<file path="src/rtl/img2col_pkg.sv">
// Shared types and helpers for the img2col window processing unit.
package img2col_pkg;

    typedef enum logic [1:0] {
        ST_IDLE = 2'd0,
        ST_LOAD = 2'd1,
        ST_EMIT = 2'd2
    } state_t;

    localparam int unsigned PIX_W = 16;
    typedef logic [PIX_W-1:0] pixel_t;

    // Flat window index of pixel (column c, row r); column 0 is the oldest.
    function automatic int unsigned win_idx(input int unsigned c, input int unsigned r,
                                            input int unsigned k);
        return c * k + r;
    endfunction

    function automatic bit cfg_ok(input int unsigned k, input int unsigned stride,
                                  input int unsigned lanes);
        return (stride >= 1) && (stride < k) && (lanes >= 1);
    endfunction

endpackage

</file>
<file path="src/rtl/img2col_window_pu_new_buf.sv">
// Multi-port new-column buffer with a written-entry bitmap and synchronous bitmap clear.
module pu_new_buf #(
    parameter int unsigned DATA_W = 16,
    parameter int unsigned NEW_N  = 5,
    parameter int unsigned LANES  = 2,
    parameter int unsigned AW     = 3
) (
    input  logic                    i_clk,
    input  logic                    i_rst,
    input  logic                    i_clr,
    input  logic [LANES-1:0]        i_wr_en,
    input  logic [LANES*AW-1:0]     i_wr_addr,
    input  logic [LANES*DATA_W-1:0] i_wr_data,
    output logic [NEW_N*DATA_W-1:0] o_data,
    output logic                    o_full
);

    logic [NEW_N-1:0]        r_map;
    logic [NEW_N*DATA_W-1:0] r_data;
    logic [NEW_N-1:0]        w_set;

    always_comb begin
        w_set = '0;
        for (int unsigned e = 0; e < NEW_N; e++) begin
            for (int unsigned l = 0; l < LANES; l++) begin
                if (i_wr_en[l] && (i_wr_addr[l*AW +: AW] == AW'(e)))
                    w_set[e] = 1'b1;
            end
        end
    end

    // Ascending lane loop: the last non-blocking write, i.e. the highest lane, wins.
    always_ff @(posedge i_clk or posedge i_rst) begin
        if (i_rst) begin
            r_map  <= '0;
            r_data <= '0;
        end else begin
            r_map <= i_clr ? '0 : (r_map | w_set);
            for (int unsigned e = 0; e < NEW_N; e++) begin
                for (int unsigned l = 0; l < LANES; l++) begin
                    if (i_wr_en[l] && (i_wr_addr[l*AW +: AW] == AW'(e)))
                        r_data[e*DATA_W +: DATA_W] <= i_wr_data[l*DATA_W +: DATA_W];
                end
            end
        end
    end

    // Full including this cycle's writes, so the completing write can trigger EMIT directly.
    assign o_full = &(r_map | w_set);
    assign o_data = r_data;

endmodule

</file>
<file path="src/rtl/img2col_window_pu.sv">
// img2col processing unit: builds successive KxK windows from retained and newly written columns.
module img2col_window_pu
    import img2col_pkg::*;
#(
    parameter  int unsigned DATA_W = 16,
    parameter  int unsigned K      = 5,
    parameter  int unsigned STRIDE = 1,
    parameter  int unsigned LANES  = 2,
    localparam int unsigned NEW_N  = STRIDE * K,
    localparam int unsigned OLD_N  = (K - STRIDE) * K,
    localparam int unsigned AW     = (NEW_N > 1) ? $clog2(NEW_N) : 1
) (
    input  logic                    i_clk,
    input  logic                    i_rst,
    input  logic                    i_start,
    input  logic [7:0]              i_n_windows,
    input  logic                    i_first_from_nb,
    input  logic [LANES-1:0]        i_wr_en,
    input  logic [LANES*AW-1:0]     i_wr_addr,
    input  logic [LANES*DATA_W-1:0] i_wr_data,
    input  logic                    i_nb_in_valid,
    input  logic [OLD_N*DATA_W-1:0] i_nb_in,
    output logic                    o_nb_in_ready,
    output logic                    o_nb_out_valid,
    output logic [OLD_N*DATA_W-1:0] o_nb_out,
    output logic                    o_win_valid,
    input  logic                    i_win_ready,
    output logic [K*K*DATA_W-1:0]   o_win,
    output logic                    o_busy,
    output logic                    o_done
);

    if (!cfg_ok(K, STRIDE, LANES)) begin : g_bad_cfg
        $error("img2col_window_pu: need 1 <= STRIDE < K and LANES >= 1");
    end

    state_t                  r_state;
    logic [7:0]              r_n_win;
    logic [7:0]              r_win_cnt;
    logic                    r_old_ok;
    logic [OLD_N*DATA_W-1:0] r_old;
    logic [OLD_N*DATA_W-1:0] r_nb_out;
    logic                    r_nb_out_valid;
    logic                    r_done;

    logic [LANES-1:0]        w_wr_en;
    logic                    w_buf_clr;
    logic                    w_accept;
    logic                    w_nb_hs;
    logic                    w_full;
    logic [NEW_N*DATA_W-1:0] w_new;
    logic [OLD_N*DATA_W-1:0] w_slide;

    assign w_wr_en   = (r_state == ST_LOAD) ? i_wr_en : '0;
    assign w_accept  = (r_state == ST_EMIT) && i_win_ready;
    assign w_buf_clr = ((r_state == ST_IDLE) && i_start) || w_accept;
    assign w_nb_hs   = o_nb_in_ready && i_nb_in_valid;

    pu_new_buf #(
        .DATA_W (DATA_W),
        .NEW_N  (NEW_N),
        .LANES  (LANES),
        .AW     (AW)
    ) u_new_buf (
        .i_clk     (i_clk),
        .i_rst     (i_rst),
        .i_clr     (w_buf_clr),
        .i_wr_en   (w_wr_en),
        .i_wr_addr (i_wr_addr),
        .i_wr_data (i_wr_data),
        .o_data    (w_new),
        .o_full    (w_full)
    );

    always_comb begin
        o_win = '0;
        for (int unsigned c = 0; c < K; c++) begin
            for (int unsigned r = 0; r < K; r++) begin
                if (c < K - STRIDE)
                    o_win[win_idx(c, r, K)*DATA_W +: DATA_W] = r_old[win_idx(c, r, K)*DATA_W +: DATA_W];
                else
                    o_win[win_idx(c, r, K)*DATA_W +: DATA_W] =
                        w_new[win_idx(c - (K - STRIDE), r, K)*DATA_W +: DATA_W];
            end
        end
    end

    assign w_slide = o_win[K*K*DATA_W-1 : STRIDE*K*DATA_W];

    always_ff @(posedge i_clk or posedge i_rst) begin
        if (i_rst) begin
            r_state        <= ST_IDLE;
            r_n_win        <= '0;
            r_win_cnt      <= '0;
            r_old_ok       <= 1'b0;
            r_old          <= '0;
            r_nb_out       <= '0;
            r_nb_out_valid <= 1'b0;
            r_done         <= 1'b0;
        end else begin
            r_nb_out_valid <= 1'b0;
            r_done         <= 1'b0;
            case (r_state)
                ST_IDLE: begin
                    if (i_start) begin
                        r_n_win   <= i_n_windows;
                        r_win_cnt <= '0;
                        if (i_n_windows == 8'd0) begin
                            r_done <= 1'b1;
                        end else begin
                            r_old_ok <= !i_first_from_nb;
                            if (!i_first_from_nb)
                                r_old <= '0;
                            r_state <= ST_LOAD;
                        end
                    end
                end
                ST_LOAD: begin
                    if (w_nb_hs) begin
                        r_old    <= i_nb_in;
                        r_old_ok <= 1'b1;
                    end
                    if (w_full && (r_old_ok || w_nb_hs))
                        r_state <= ST_EMIT;
                end
                ST_EMIT: begin
                    if (i_win_ready) begin
                        r_win_cnt <= r_win_cnt + 8'd1;
                        r_old     <= w_slide;
                        if (r_win_cnt + 8'd1 == r_n_win) begin
                            r_nb_out       <= w_slide;
                            r_nb_out_valid <= 1'b1;
                            r_done         <= 1'b1;
                            r_state        <= ST_IDLE;
                        end else begin
                            r_state <= ST_LOAD;
                        end
                    end
                end
                default: r_state <= ST_IDLE;
            endcase
        end
    end

    assign o_nb_in_ready  = (r_state == ST_LOAD) && !r_old_ok;
    assign o_win_valid    = (r_state == ST_EMIT);
    assign o_busy         = (r_state != ST_IDLE);
    assign o_nb_out_valid = r_nb_out_valid;
    assign o_nb_out       = r_nb_out;
    assign o_done         = r_done;

endmodule

</file>
<file path="config.mk">
export PLATFORM = sky130hd
export DESIGN_NAME = img2col_window_pu
export DESIGN_NICKNAME = d
export VERILOG_FILES = /design/src/rtl/img2col_pkg.sv /design/src/rtl/img2col_window_pu_new_buf.sv /design/src/rtl/img2col_window_pu.sv
export SDC_FILE = /design/constraint.sdc
export NUM_CORES = 2
export LEC_CHECK = 0
export ABC_AREA = 0
export CELL_PAD_IN_SITES_DETAIL_PLACEMENT = 1
export CELL_PAD_IN_SITES_GLOBAL_PLACEMENT = 2
export CORE_AREA = 4 4 426 428
export DETAILED_ROUTE_END_ITERATION = 16
export DIE_AREA = 0 0 430 432
export HOLD_SLACK_MARGIN = 0.1
export PLACE_DENSITY_LB_ADDON = 0.05
export SLEW_MARGIN = 20
export SYNTH_ARGS = -nofsm -noshare
export SYNTH_HDL_FRONTEND = slang
export SYNTH_SLANG_ARGS = --single-unit
</file>
<file path="constraint.sdc">
create_clock -name i_clk -period 36.4 [get_ports i_clk]
set_input_delay 7.28 -clock i_clk [delete_from_list [all_inputs] [get_ports i_clk]]
set_output_delay 7.28 -clock i_clk [all_outputs]
set_load 0.01 [all_outputs]
</file>
==> results.py <==
metrics = {
    "clock_tree": {
        "clk_latency_ps": 730,
        "cts_made_buffers": 104,
        "cts_tree": "done",
        "post_cts_buffers": 0,
        "cts.repair.resized": 0,
        "htreeDepth": 3,
        "cts_sinks": 746,
        "hold_buffers": 0,
        "clk_pin_slew_ps": 50,
        "cts_buffer_depth": 3,
        "cts_root_buf": "clkbuf_16",
    },
    "die": {
        "die_width_um": 430,
        "pin_count": 1099,
        "start_util": 0.184,
        "die_h_um": 432,
        "rows": 155,
        "die_area_sq_um": 186000,
        "coreArea_sq_um": 178000,
    },
    "logic_synthesis": {
        "yosys.cell_types.count": 45,
        "synth_flop_cell": "dfrtp_1",
        "ys_async_sr_fraction": 1.00,
        "synth_commonest_cells": "dfrtp_1, nand2_1, o21ai_0",
        "yosys.area.top_type": "dfrtp_1",
        "synth-edff-count": 0,
        "ys_seq_area_frac": 0.570,
        "ys_warn_count": 0,
        "yosysMostFrequentCell": "dfrtp_1",
        "synth_cells": 2974,
        "synth_nets": 3354,
        "syn_area_sq_um": 32800,
        "synth_top_area_share": 0.570,
        "ys_top_cells_by_area": "dfrtp_1, mux2_1, a22o_1, nand2_1, o21ai_0",
        "avgSynthCellArea_sq_um": 11.0,
        "ys_ff_latch": 746,
    },
    "job": {
        "cap_violations": 0,
    },
    "drt": {
        "drt_iter0_drc": 1266,
        "wl_per_cell_um": 30.5,
        "vias": 27900,
        "drtAntennaViolNets": 0,
        "routed_wl_um": 197000,
        "via_per_inst": 4.32,
        "drc_errors": 0,
        "firstDrtPassIters": 4,
    },
    "worst_setup_path": {
        "cp-start-kind": "primary input",
        "cp.arrival_ps": 13130,
        "startpoint": "i_n_windows[0]",
        "timing.rr.start": "r_state[1]",
        "crit_type": "primary input to register",
        "cp.required_ps": 36950,
        "path_max_fanout": 93,
        "end_kind": "register",
    },
    "worst_hold_path": {
        "min_path_type": "register to register",
        "hold_path_startpoint": "r_old[18]",
    },
    "power": {
        "peakVddDrop_uv": 92.0,
        "power_density_nw_per_um2": 84.6,
        "power.total_mw": 4.21,
        "p_leak_nw": 21.4,
    },
    "grt": {
        "grt_usage": 0.205,
        "grt_max_degree": 148,
        "overflow": 0,
        "antenna_found_initial": 90,
        "grt_pass1_wl_um": 266000,
        "grt_pass1_vias": 28900,
    },
    "cells_and_area": {
        "final_cells": 6456,
        "syn2layout_area_growth_pct": 51.8,
        "fillers": 19700,
        "final_util": 0.280,
        "layout.nets": 4366,
        "final_cell_area_sq_um": 49700,
        "drive_gt1_frac": 0.0660,
    },
    "run_status": {
        "outcome": "finished clean",
    },
    "timing": {
        "worst_slew_pin_slew_ps": 1020,
        "fmax_mhz": 79.5,
        "finalSetupViolations": 0,
        "tns_ps": 0,
        "drv_slew": 0,
        "fin_crit_ps": 12580,
        "slew_headroom": 0.323,
        "rsz0062_at_grt": "no",
        "hold-worst-slack_ps": 475,
        "clock_skew_ps": 27.3,
        "setup_slack_ps": 23820,
        "hold_viol": 0,
        "final.period_utilization": 0.345,
    },
    "placement": {
        "dp_slack_ps": 23000,
        "dp_hpwl_um": 148000,
        "gp_congestion": 0.778,
        "post_dp_cell_area_sq_um": 46000,
        "placed_cells": 6235,
        "portBuffers": 1098,
    },
}
[final timing paths]
| check | cells past startpoint | slack [ps] | endpoint |
|---|---|---|---|
| max in group asynchronous | 5 | 26590 | r_old[15] |
| hold reg to reg | 2 | 470 | r_old[18] |
| setup reg to reg | 10 | 30400 | r_old[97] |
| hold / removal | 2 | 470 | r_old[18] |
| min in group asynchronous | 2 | 7060 | o_nb_out[207] |
| setup / recovery | 11 | 23820 | r_old[97] |
[kinds of logic (layout without fill, tap and decap cells)]
| kind of cell | Yosys count | after routing | synth area share |
|---|---|---|---|
| DFF | 746 | 746 | 0.570 |
| buffers and inverters | 250 | 1351 | 0.0373 |
| and+or+nand+nor | 794 | 794 | 0.0947 |
| adders and majority gates | 6 | 6 | 0.00229 |
| xor gates and xnor gates | 9 | 9 | 0.00241 |
| AOI/OAI and AO/OA | 755 | 755 | 0.154 |
| other | 0 | 26 | 0 |
| muxes | 414 | 414 | 0.139 |
[layout by cell type, fill, tap and decap left out, drive strengths merged, types with 3 or more instances in the layout]
cell	instances
bufinv	8
mux2	332
and2	3
xnor2	6
or4	3
a21oi	38
inv	9
nand3	8
clkbuf	167
diode	26
nor3	6
nand2	703
a22o	325
nor2	48
o21ai	379
mux2i	82
clkinv	17
buf	51
clkdlybuf4s50	1098
nand3b	4
o2111ai	4
ha	6
nor2b	3
nand2b	5
xor2	3
dfrtp	746
[area by class of cell]
cell class                 instances  area (sq um)  area share
antenna                           26          65.1     0.00131
inverter                           7          33.8    0.000679
sequential                       746         18700       0.375
clock inverter                    28           350     0.00704
multi-input combinational       1978         13000       0.261
timing repair buffer            1149         11400       0.229
tap                             2355          2950      0.0593
clock buffer                     167          3300      0.0663
[sequential cells by signal, indices dropped and copies added (netlist names)]
signal / cells
r_old_ok: 1
u_new_buf.o_data: 80
o_nb_out: 320
o_nb_out_valid: 1
u_new_buf.r_map: 5
o_done: 1
r_n_win: 8
r_state: 2
r_win_cnt: 8
r_old: 320
[where the power goes]
part	total [mW]	internal [mW]	switching, mW
registers	1.42	1.05	0.362
clock network	1.10	0.672	0.431
logic	1.69	0.673	1.02
[worst max-delay path, stage by stage]
cell	delay (ps)
clkdlybuf4s50_1	410
or4_1	580
o21ai_1	360
a21oi_1	200
o2111ai_4	140
buf_4	530
buf_4	730
buf_4	770
buf_4	840
buf_4	790
o21ai_0	200
[routing by layer]
metal / track usage / wire [um]
met5: 0 / 112
met4: 0.0476 / 4680
met3: 0.0474 / 9530
met2: 0.379 / 104000
met1: 0.238 / 78000
Note: power is estimated with default switching activity, not from simulation.
